`src/rtl/tone_seq_pkg.sv`:
```
// Shared types and constants for the tone bus sequencer: command encoding,
// register map helpers, FSM states and the command FIFO entry layout.
package tone_seq_pkg;

  localparam logic CMD_PERIOD = 1'b0;
  localparam logic CMD_ENABLE = 1'b1;

  localparam logic [3:0] ADDR_ENABLE = 4'd15;
  localparam int         NUM_VOICES  = 3;

  typedef enum logic [2:0] {
    IDLE,
    ADDR,
    AGAP,
    DATA,
    DGAP
  } seqState_t;

  typedef struct packed {
    logic        cmdType;
    logic [1:0]  voice;
    logic [11:0] data;
  } fifoEntry_t;

  // Each voice owns three consecutive nibble registers starting at 1+3v.
  function automatic logic [3:0] voiceBase(input logic [1:0] voice);
    return 4'd1 + 4'd3 * {2'b00, voice};
  endfunction

endpackage

```
`src/rtl/tone_seq_fifo.sv`:
```
// Synchronous command FIFO for the tone bus sequencer; first-word fall-through
// read port so the sequencer sees the head entry in the cycle it pops it.
module tone_seq_fifo
  import tone_seq_pkg::*;
#(
  parameter int FIFO_DEPTH = 4
) (
  input  logic       clk,
  input  logic       rst,
  input  logic       push,
  input  fifoEntry_t pushData,
  input  logic       pop,
  output fifoEntry_t popData,
  output logic       full,
  output logic       empty
);

  localparam int AW = $clog2(FIFO_DEPTH);

  fifoEntry_t      mem [FIFO_DEPTH];
  logic [AW:0]     wrPtr;
  logic [AW:0]     rdPtr;

  // Pointers carry one extra wrap bit so full and empty are distinguishable.
  always_ff @(posedge clk) begin
    if (rst) begin
      wrPtr <= '0;
      rdPtr <= '0;
    end else begin
      if (push && !full)
        wrPtr <= wrPtr + {{AW{1'b0}}, 1'b1};
      if (pop && !empty)
        rdPtr <= rdPtr + {{AW{1'b0}}, 1'b1};
    end
  end

  always_ff @(posedge clk) begin
    if (push && !full)
      mem[wrPtr[AW-1:0]] <= pushData;
  end

  assign empty   = (wrPtr == rdPtr);
  assign full    = (wrPtr[AW] != rdPtr[AW]) && (wrPtr[AW-1:0] == rdPtr[AW-1:0]);
  assign popData = mem[rdPtr[AW-1:0]];

endmodule

```
`src/rtl/tone_bus_sequencer.sv`:
```
// Expands buffered period/enable commands into address and data nibble strobes
// on the tone core write bus. Optional macro: TONE_SEQ_SKIP_UNCHANGED_EN.
module tone_bus_sequencer
  import tone_seq_pkg::*;
#(
  parameter int FIFO_DEPTH = 4,
  parameter int WR_IDLE    = 1
) (
  input  logic        CLK,
  input  logic        RST,
  input  logic        cmd_valid,
  output logic        cmd_ready,
  input  logic        cmd_type,
  input  logic [1:0]  cmd_voice,
  input  logic [11:0] cmd_data,
  output logic        busy,
  output logic        err,
  output logic        A0,
  output logic        WR,
  output logic [3:0]  D
);

  localparam bit         HAS_GAP  = (WR_IDLE > 0);
  localparam logic [2:0] GAP_LOAD = 3'(WR_IDLE > 0 ? WR_IDLE - 1 : 0);

  seqState_t  state, nextState;
  fifoEntry_t pushEntry, popEntry, curCmd;
  logic       fifoFull, fifoEmpty, fifoPush, fifoPop, loadCmd;
  logic       cmdAccept, cmdInvalid;
  logic [1:0] nibIdx, nextIdx, effIdx;
  logic [2:0] gapCnt, nextGap;
  logic [2:0] needMask;
  logic       found, moreAfter;

  function automatic logic [3:0] nibbleOf(input fifoEntry_t c, input logic [1:0] idx);
    if (c.cmdType == CMD_ENABLE)
      return {1'b0, c.data[2:0]};
    case (idx)
      2'd0:    return c.data[3:0];
      2'd1:    return c.data[7:4];
      default: return c.data[11:8];
    endcase
  endfunction

  function automatic logic [3:0] addrOf(input fifoEntry_t c, input logic [1:0] idx);
    if (c.cmdType == CMD_ENABLE)
      return ADDR_ENABLE;
    return voiceBase(c.voice) + {2'b00, idx};
  endfunction

  assign cmd_ready  = !fifoFull && !RST;
  assign cmdAccept  = cmd_valid && cmd_ready;
  assign cmdInvalid = (cmd_type == CMD_PERIOD) && (cmd_voice == 2'd3);
  assign fifoPush   = cmdAccept && !cmdInvalid;
  assign pushEntry  = '{cmdType: cmd_type, voice: cmd_voice, data: cmd_data};
  assign busy       = !fifoEmpty || (state != IDLE);

  tone_seq_fifo #(.FIFO_DEPTH(FIFO_DEPTH)) cmdFifo (
    .clk      (CLK),
    .rst      (RST),
    .push     (fifoPush),
    .pushData (pushEntry),
    .pop      (fifoPop),
    .popData  (popEntry),
    .full     (fifoFull),
    .empty    (fifoEmpty)
  );

`ifdef TONE_SEQ_SKIP_UNCHANGED_EN
  logic [3:0]              shNib [3*NUM_VOICES];
  logic [3*NUM_VOICES-1:0] shValid;
  logic [2:0]              enShadow;
  logic                    enValid;

  function automatic logic [3:0] slotOf(input logic [1:0] voice, input logic [1:0] idx);
    return {2'b00, voice} * 4'd3 + {2'b00, idx};
  endfunction

  // A nibble needs writing unless the core is already known to hold that value.
  always_comb begin
    needMask = '0;
    if (curCmd.cmdType == CMD_ENABLE)
      needMask[2] = !(enValid && (enShadow == curCmd.data[2:0]));
    else
      for (int i = 0; i < 3; i++)
        needMask[i] = !(shValid[slotOf(curCmd.voice, 2'(i))] &&
                        (shNib[slotOf(curCmd.voice, 2'(i))] == nibbleOf(curCmd, 2'(i))));
  end

  always_ff @(posedge CLK) begin
    if (RST) begin
      shValid <= '0;
      enValid <= 1'b0;
    end else if (state == DATA) begin
      if (curCmd.cmdType == CMD_ENABLE)
        enValid <= 1'b1;
      else
        shValid[slotOf(curCmd.voice, nibIdx)] <= 1'b1;
    end
  end

  always_ff @(posedge CLK) begin
    if (state == DATA) begin
      if (curCmd.cmdType == CMD_ENABLE)
        enShadow <= curCmd.data[2:0];
      else
        shNib[slotOf(curCmd.voice, nibIdx)] <= nibbleOf(curCmd, nibIdx);
    end
  end
`else
  assign needMask = 3'b111;
`endif

  // Lowest nibble at or after the current index that still has to go out.
  always_comb begin
    found     = 1'b0;
    effIdx    = nibIdx;
    moreAfter = 1'b0;
    for (int i = 2; i >= 0; i--) begin
      if ((2'(i) >= nibIdx) && needMask[i]) begin
        found  = 1'b1;
        effIdx = 2'(i);
      end
      if ((2'(i) > nibIdx) && needMask[i])
        moreAfter = 1'b1;
    end
  end

  always_comb begin
    nextState = state;
    nextIdx   = nibIdx;
    nextGap   = gapCnt;
    fifoPop   = 1'b0;
    loadCmd   = 1'b0;
    case (state)
      IDLE: begin
        if (!fifoEmpty) begin
          fifoPop   = 1'b1;
          loadCmd   = 1'b1;
          nextIdx   = (popEntry.cmdType == CMD_ENABLE) ? 2'd2 : 2'd0;
          nextState = ADDR;
        end
      end
      ADDR: begin
        if (!found) begin
          nextState = IDLE;
        end else begin
          nextIdx = effIdx;
          if (HAS_GAP) begin
            nextState = AGAP;
            nextGap   = GAP_LOAD;
          end else begin
            nextState = DATA;
          end
        end
      end
      AGAP: begin
        if (gapCnt == 3'd0)
          nextState = DATA;
        else
          nextGap = gapCnt - 3'd1;
      end
      DATA: begin
        if (HAS_GAP) begin
          nextState = DGAP;
          nextGap   = GAP_LOAD;
        end else if (moreAfter) begin
          nextIdx   = nibIdx + 2'd1;
          nextState = ADDR;
        end else begin
          nextState = IDLE;
        end
      end
      DGAP: begin
        if (gapCnt != 3'd0) begin
          nextGap = gapCnt - 3'd1;
        end else if (moreAfter) begin
          nextIdx   = nibIdx + 2'd1;
          nextState = ADDR;
        end else begin
          nextState = IDLE;
        end
      end
      default: nextState = IDLE;
    endcase
  end

  always_ff @(posedge CLK) begin
    if (RST) begin
      state  <= IDLE;
      nibIdx <= 2'd0;
      gapCnt <= 3'd0;
      curCmd <= '0;
    end else begin
      state  <= nextState;
      nibIdx <= nextIdx;
      gapCnt <= nextGap;
      if (loadCmd)
        curCmd <= popEntry;
    end
  end

  // Bus outputs trail the FSM state by one cycle so they come straight from flops.
  always_ff @(posedge CLK) begin
    if (RST) begin
      A0  <= 1'b0;
      WR  <= 1'b0;
      D   <= 4'd0;
      err <= 1'b0;
    end else begin
      err <= cmdAccept && cmdInvalid;
      WR  <= ((state == ADDR) && found) || (state == DATA);
      A0  <= (state == DATA);
      if ((state == ADDR) && found)
        D <= addrOf(curCmd, effIdx);
      else if (state == DATA)
        D <= nibbleOf(curCmd, nibIdx);
      else
        D <= 4'd0;
    end
  end

endmodule
```
`config.mk`:
```
export PLATFORM = sky130hd
export DESIGN_NAME = tone_bus_sequencer
export DESIGN_NICKNAME = d
export VERILOG_FILES = /design/src/rtl/tone_seq_pkg.sv /design/src/rtl/tone_seq_fifo.sv /design/src/rtl/tone_bus_sequencer.sv
export SDC_FILE = /design/constraint.sdc
export NUM_CORES = 1
export LEC_CHECK = 0
export CELL_PAD_IN_SITES_DETAIL_PLACEMENT = 1
export CELL_PAD_IN_SITES_GLOBAL_PLACEMENT = 1
export CORE_MARGIN = 5
export CORE_UTILIZATION = 45
export CTS_CLUSTER_SIZE = 20
export DETAILED_ROUTE_END_ITERATION = 7
export GPL_ROUTABILITY_DRIVEN = 0
export HOLD_SLACK_MARGIN = 0.08
export MAX_ROUTING_LAYER = met4
export PLACE_DENSITY_LB_ADDON = 0.1
export SYNTH_ARGS = -nofsm -noshare
export SYNTH_HDL_FRONTEND = slang
export SYNTH_SLANG_ARGS = --single-unit
export TNS_END_PERCENT = 30
```
`constraint.sdc`:
```
create_clock -name CLK -period 4.25 [get_ports CLK]
set_input_delay 0.6375 -clock CLK [delete_from_list [all_inputs] [get_ports CLK]]
set_output_delay 0.6375 -clock CLK [all_outputs]
set_load 0.02 [all_outputs]
```
; After elaboration in Yosys (flattened, before gate mapping)
; Memory sizes are Yosys's and may differ from the RTL's. A register that Yosys moved wholly into a read port is not among the register bits.
; Index checks and enable logic that the tools add are counted.
[classes]
add_sub_neg = 6
n_mul = 1
n_div = 0
order_cmp = 6
n_eq_ne = 16
n_shift = 0
muxes = 44
bitwise = 1
reduce_logical = 25
[op_table]
columns = cell, count
row1 = $mux W4, 6
row2 = $mux W2, 11
row3 = $mux W3, 6
row4 = $mux W1, 17
row5 = $pmux W3 S5, 1
row6 = $ne A2 B2 Y1 const B, 7
row7 = $pmux W3 S4, 1
row8 = $logic_and A1 B1 Y1, 9
row9 = $reduce_bool A3 Y1, 3
row10 = $pmux W4 S2, 1
row11 = $add A3 B1 Y3 const B, 2
row12 = $eq A3 B2 Y1 const B, 2
row13 = $logic_not A3 Y1, 2
row14 = $pmux W2 S3, 1
row15 = $reduce_and A5 Y1, 1
row16 = $add A1 B4 Y4 const A, 1
row17 = $add A4 B2 Y4, 1
row18 = $ge A1 B2 Y1 const A, 2
row19 = $gt A1 B2 Y1 const A, 2
row20 = $logic_not A1 Y1, 4
row21 = $mul A2 B2 Y4 const A, 1
row22 = $reduce_and A4 Y1, 1
row23 = $reduce_bool A4 Y1, 1
row24 = $eq A3 B1 Y1 const B, 1
row25 = 14 further kinds, 15
[word_totals]
register_bits = 36
latchBits = 0
ram_bits = 60
rom_bits = 0
in_bits = 18
out_inout_bits = 9
word_cells = 112
memories = 1
[memory_table]
columns = memory, depth, word_bits, read_ports, rd_ports_with_merged_regs, write_ports, line
row1 = cmdFifo.mem, 4, 15, 1, 1, 1, tone_seq_fifo.sv:20  ; fifoEntry_t mem [FIFO_DEPTH];

; Longest topological paths before layout
; Gate-level depths: netlist of the first run.
[logic_depth]
depth_word = 10
depth_mapped = 9
ltp_nobuf = 9

; Hierarchy
; From an unflattened synthesis of the first run, not the netlist that was laid out.
[unflattened]
cells_unflattened = 339
hier_area_um2 = 4375.4
[by_module_without_submodules]
columns = mod, instances, cells_per_inst, area_per_inst_um2, seq_area_each_um2
row1 = tone_seq_fifo, 1, 146, 2737.6, 1961.9
row2 = tone_bus_sequencer, 1, 193, 1637.8, 600.6

; Worst setup path after synthesis of the first run
; No wires, ideal clock.
[synth_timing]
path_type = register -> register
start = reg nibIdx[1]
end = reg D[3]
setup_time_ns = 0.132
arrival_ns = 2.145
t_required_ns = 4.118
setup_slack_ns = 1.974
path_stages_with_launch = 9
path_buffers = 0
synth_period_minus_slack_ns = 2.276
path_cell_list = dfxtp_1 > inv_1 > ha_1 > nor3_1 > fa_1 > ha_1 > a21o_1 > a211oi_1 > o32ai_1
[synth_between]
elab_chain_len = 7
word_cells_on_any_way = 18
classes_between = add/sub (1) / order compare (3) / eq/ne (1) / mux (11) / reduce/logical (2)
[synth_rtl]
columns = element, line
row1 = from (decl), tone_bus_sequencer.sv:30  ; logic [1:0] nibIdx, nextIdx, effIdx;
row2 = from (signal assigned), tone_bus_sequencer.sv:196  ; nibIdx <= nextIdx;
row3 = $ge A2 B2 Y1, tone_bus_sequencer.sv:120  ; if ((2'(i) >= nibIdx) && needMask[i]) begin
row4 = $mux W2 (3 in a row), tone_bus_sequencer.sv:120
row5 = $add A4 B2 Y4, tone_bus_sequencer.sv:48  ; return voiceBase(c.voice) + {2'b00, idx};
row6 = $mux W4, tone_bus_sequencer.sv:48
row7 = $mux W4 *, tone_bus_sequencer.sv:214  ; if ((state == ADDR) && found)
row8 = to (signal assigned), tone_bus_sequencer.sv:215  ; D <= addrOf(curCmd, effIdx);
row9 = to (signal assigned), tone_bus_sequencer.sv:217  ; D <= nibbleOf(curCmd, nibIdx);
row10 = to (decl), tone_bus_sequencer.sv:20  ; output logic [3:0] D
; Mark *: on every way between the ends. The rest lies on a longest branch, timed or not.
; A chain may end at the register's enable or synchronous reset.

; Worst setup path after layout of the first run
[layout_timing]
start = reg state[2]
end = out busy
[layout_between]
elab_chain_len = 2
[layout_rtl]
columns = element, line
row1 = from (decl), tone_bus_sequencer.sv:26  ; seqState_t state, nextState;
row2 = from (signal assigned), tone_bus_sequencer.sv:195  ; state <= nextState;
row3 = $reduce_bool A3 Y1, tone_bus_sequencer.sv:56  ; assign busy = !fifoEmpty || (state != IDLE);
row4 = $logic_or A1 B1 Y1, tone_bus_sequencer.sv:56
row5 = to (decl), tone_bus_sequencer.sv:16  ; output logic busy,
; Every way passes these cells.

==> impl_metrics.toml, run 1 <==
[grt]
grt_pass1_vias = 2677
grt_antenna_before_repair = 0
grt_pass1_wl_mm = 13.97
track_usage_pct = 16.19
gr-total-overflow = 0
grt_max_degree = 31

[timing]
final.min_clock_period_ns = 3.144
final-hold-violation-count = 0
worst_slew_pin_slew_ns = 1.184
fin_crit_sh_pct = 73.99
fmax_mhz = 318.0
max_slew_margin_pct = 20.43
fin_tns_setup_ns = 0
clock_skew_ns = 0.01151
slew_viol_final = 0
grt_setup_unrepaired = "no"
finalSetupViolCount = 0

[clock_network]
cts_tree = "done"
root_buffer = "clkbuf_8"
postCtsSetupBuffers = 0
cts_htree_levels = 3
cts_buffers = 9
post_cts_resized = 0
worstSkewPairLatency_ns = 0.36
clk_pin_slew_ns = 0.11
cts-hold-fix-buffers = 0
clockBufferDepth = 2
cts.sinks = 98

[power]
peakVddDrop_mv = 0.2436
p_leak_nw = 1.638
power_mw = 2.549
power-per-cell-area_nw_per_um2 = 541.6

[hold_path]
hold_end = "gapCnt[1]"
min_from = "gapCnt[1]"
holdPathStages = 2
hp-class = "flop to flop"

[worst_setup_path]
cp_slowest_cell = "or3_1"
r2r-end = "D[3]"
critical_path.max_stage_delay_ns = 0.64
cp_cell_sequence = "or3_1, or4_1, clkdlybuf4s50_1"
rrSetupSlack_ns = 1.72
cp.arrival_ns = 2.51
cp_max_fo = 17
cp_top_family = "simple AND/OR/NAND/NOR gates"
worst_r2r_path_depth = 8
required_ns = 3.61
start_kind = "flop"
end_kind = "primary output"
critPathKind = "flop to primary output"
path_buf_inv = 1
rr_startpoint = "nibIdx[1]"

[finish]
area_growth_pct = 12.74
nFillCells = 934
drive_above_1_share_pct = 11.47
finalNetCount = 371
diodes = 0

[die]
initial_core_util_pct = 45.62
die_h_um = 106.3
die_w_um = 106.3
dieArea_sq_um = 11310
core_area_sq_um = 9153
ios = 27
std_cell_rows = 35

[logic_synthesis]
synth_area_leaders = "edfxtp_1, dfxtp_1, mux4_2, ha_1, a21oi_1"
synth_top_area_share_pct = 43.15
syn-instance-count = 312
synth.distinct_cells = 47
syn_avg_cell_area_sq_um = 13.38
syn-cell-area_sq_um = 4175
ys_ff_latch = 98
synthesis.nets = 348
synth_flop_cell = "edfxtp_1"
synth-edff-count = 60
netlist.top_cell.by_area = "edfxtp_1"
synth-seq-area-share_pct = 61.37
async_flop_share_pct = 0
synth_warnings = 0

[status]
outcome = "finished clean"

[detailed_routing]
wirelength_mm = 8.211
drt_iter0_markers = 73
dr.pass1.iters = 4
route.detailed.drc = 0
drtAntennaViolNets = 0
detail_route.wl_per_cell_um = 18.21
via_count = 2500
detail_route.vias_per_cell = 5.543

[placed_design]
dpl.hpwl_mm = 5.706
io_buffers = 26

[run]
maxCapViolations = 0
==> synth_stat cells (4+ instances only) <==
| library cell | n |
|---|---|
| ha_1 | 16 |
| o21ai_0 | 21 |
| buf_2 | 4 |
| xnor2_1 | 5 |
| edfxtp_1 | 60 |
| a21o_1 | 4 |
| mux4_2 | 15 |
| dfxtp_1 | 38 |
| nor2_1 | 16 |
| a21oi_1 | 23 |
| clkbuf_1 | 8 |
| nand2_1 | 22 |
| inv_1 | 13 |
==> logic make-up after synthesis <==
logic type	synth area share (%)
compound gates	11.87
mux	9.080
xor+xnor	1.678
buf+inv	2.817
flops	61.37
fa+ha+maj	5.754
simple gates	7.432
==> layer usage <==
layer	track usage (%)	part of all wire (%)
met4	3.330	0.74
met2	25.75	49
met3	3.400	2.5
met5	-	0
met1	21.70	48
==> cell usage in the layout, fill, tap and decap left out, types with 5 or more instances in the layout <==
cell type and count:
a21oi_1 23, mux4_2 15, dfxtp_1 38, nand2_1 22
clkbuf_8 9, o21ai_0 21, edfxtp_1 60, inv_1 13
ha_1 16, nor2_1 16, xnor2_1 5, clkdlybuf4s50_1 26
==> sequential cells by signal, indices dropped and copies added (netlist names), named ones only <==
register,count
state,3
err,1
curCmd,15
A0,1
gapCnt,3
WR,1
cmdFifo.wrPtr,3
D,4
cmdFifo.rdPtr,3
cmdFifo.mem,60
nibIdx,2
==> power breakdown <==
| part | internal, mW | switching [mW] |
|---|---|---|
| combinational | 0.325 | 0.395 |
| clock | 0.232 | 0.361 |
| sequential | 1.11 | 0.124 |
==> cell type report <==
class	count	area, sq um	area share [%]
clock buffer	9	123.9	2.632
clock inverter	7	70.07	1.489
inverter	13	48.80	1.037
multi-input combinational	186	1495	31.76
sequential	98	2562	54.44
tap	111	138.9	2.951
timing repair buffer	27	267.8	5.688
==> per-stage QoR <==
stage               cells  worst slack, ns  hold WS, ns  util [%]  area [sq um]
floorplan             312            1.974       0.4459         -          4175
global placement      435            1.470       0.4596     49.31          4513
detailed placement    435            1.378       0.4751     49.31          4513
CTS                   451            1.091       0.4889     51.43          4707
global route          451           0.9590       0.5128     51.43          4707
finish                451            1.106       0.4860     51.43          4707
==> worst register-to-register path, stage by stage (launching register included) <==
cell      delay, ns
dfxtp_1        0.42
inv_1          0.14
ha_1           0.29
nor3_1         0.24
fa_1           0.48
ha_1           0.31
a21o_1         0.19
a211oi_1       0.23
o32ai_1        0.12
==> worst max path at each step <==
stage	slack, ns	from	to	depth (start not counted)
finish	1.11	state[2]	busy	3
global route	0.96	state[1]	busy	3
CTS	1.09	state[2]	busy	3
detailed placement	1.38	RST	cmdFifo.mem[0][0]	5
global placement	1.47	RST	cmdFifo.mem[2][11]	5
floorplan	1.97	nibIdx[1]	D[3]	8
(Power assumes the default switching activity.)
==> run 2, diff against run 1 <==
clock period = 2.9 ns   (was 4.25 ns; I/O delays follow)
==> impl_metrics.toml, run 2 (synthesis gave the netlist of run 1 again) <==
[status]
outcome = "finished clean"

[run]
maxCapViolations = 0

[die]
initial_core_util_pct = 45.62
die_h_um = 106.3
dieArea_sq_um = 11310
core_area_sq_um = 9153
die_w_um = 106.3
ios = 27
std_cell_rows = 35

[worst_setup_path]
required_ns = 2.47
critical_path.max_stage_delay_ns = 0.55
end_kind = "primary output"
cp.arrival_ns = 2.22
critPathKind = "flop to primary output"
cp_max_fo = 15
start_kind = "flop"
cp_cell_sequence = "or3_1, or4_1, clkdlybuf4s50_1"
cp_slowest_cell = "clkdlybuf4s50_1"

[clock_network]
cts-hold-fix-buffers = 0
root_buffer = "clkbuf_8"
postCtsSetupBuffers = 0
cts_tree = "done"
post_cts_resized = 0
cts_buffers = 9
clockBufferDepth = 2
cts.sinks = 98
worstSkewPairLatency_ns = 0.35
cts_htree_levels = 3
clk_pin_slew_ns = 0.10

[power]
power-per-cell-area_nw_per_um2 = 782.9
seqPwrFrac_pct = 48.0
switching_power_mw = 1.267
peakVddDrop_mv = 0.2948
intPower_mw = 2.457
p_sw_share_pct = 34.03
p_clk_share_pct = 22.1
p_leak_nw = 1.668
power_mw = 3.724
combPwrFrac_pct = 29.9

[detailed_routing]
via_count = 2566
detail_route.wl_per_cell_um = 18.04
detail_route.vias_per_cell = 5.590
drt_iter0_markers = 40
wirelength_mm = 8.279
dr.pass1.iters = 4
route.detailed.drc = 0
drtAntennaViolNets = 0

[timing]
final.min_clock_period_ns = 2.657
final-hold-violation-count = 0
fin_tns_setup_ns = 0
fmax_mhz = 376.4
slew_viol_final = 0
grt_setup_unrepaired = "no"
worst_slew_pin_slew_ns = 0.7705
clock_skew_ns = 0.01399
max_slew_margin_pct = 48.56
fin_crit_sh_pct = 91.62
finalSetupViolCount = 0

[hold_path]
hp-class = "flop to flop"

[finish]
multi_input_area_sq_um = 1495
drive_above_1_share_pct = 13.51
largest_reg_flops = 60
final_core_util_pct = 51.98
regArea_sq_um = 2562
diodes = 0
finalNetCount = 379
final_common_cell = "edfxtp_1"
area_growth_pct = 13.93
most-common-layout-cells = "edfxtp_1, dfxtp_1, clkdlybuf4s50_1, a21oi_1, nand2_1"
nFillCells = 940

[grt]
grt_pass1_wl_mm = 13.98
track_usage_pct = 16.28
grt_antenna_before_repair = 0
gr-total-overflow = 0
grt_pass1_vias = 2735
grt_max_degree = 21

[placed_design]
io_buffers = 26
dpl.hpwl_mm = 5.741
run 2: per-stage QoR:
stage | setup WS (ns) | hold WS, ns | cells | instance area [sq um]
floorplan | 0.6236 | 0.4459 | 312 | 4175
global placement | 0.5182 | 0.4604 | 443 | 4573
CTS | 0.2032 | 0.4925 | 459 | 4757
detailed placement | 0.4287 | 0.4773 | 443 | 4573
finish | 0.2429 | 0.4838 | 459 | 4757
global route | 0.1257 | 0.5330 | 459 | 4757
run 2: metal layers:
layer	track usage, %	share of wire, %	routed length, um
met5	-	0	0
met4	5.735	1.3	104
met2	26.29	49	4062
met3	2.975	3.1	256
met1	20.74	47	3855
run 2: final cells by class:
| type | count | share of cell area [%] |
|---|---|---|
| clock buffers | 9 | 2.604 |
| clock inverters | 7 | 1.262 |
| inverters | 13 | 1.026 |
| multi-input cells | 186 | 31.43 |
| flip-flops and latches | 98 | 53.87 |
| well taps | 111 | 2.920 |
| repair buffers | 35 | 6.891 |
run 2: power groups by stage:
stage,sequential (mW),clock [mW],combinational [mW]
floorplan,1.75,0,0.861
global placement,1.82,0,1.10
detailed placement,1.82,0,1.12
CTS,1.79,0.861,1.13
global route,1.81,0.935,1.27
finish,1.79,0.823,1.11
run 2: worst max-delay path: cells and delay by family, from the launching register on:
kind / cells / cell delay (ns)
buffers and inverters: 1 / 0.55
flip-flops: 1 / 0.46
AND/OR/NAND/NOR: 2 / 0.86
run 2: worst paths after layout:
| check | from | to | slack (ns) | depth (start not counted) |
|---|---|---|---|---|
| worst min-delay path | gapCnt[1] | gapCnt[1] | 0.48 | 2 |
| worst min register to register | gapCnt[1] | gapCnt[1] | 0.48 | 2 |
| worst max-delay path | state[1] | busy | 0.24 | 3 |
| worst max register to register | nibIdx[1] | D[3] | 0.42 | 8 |
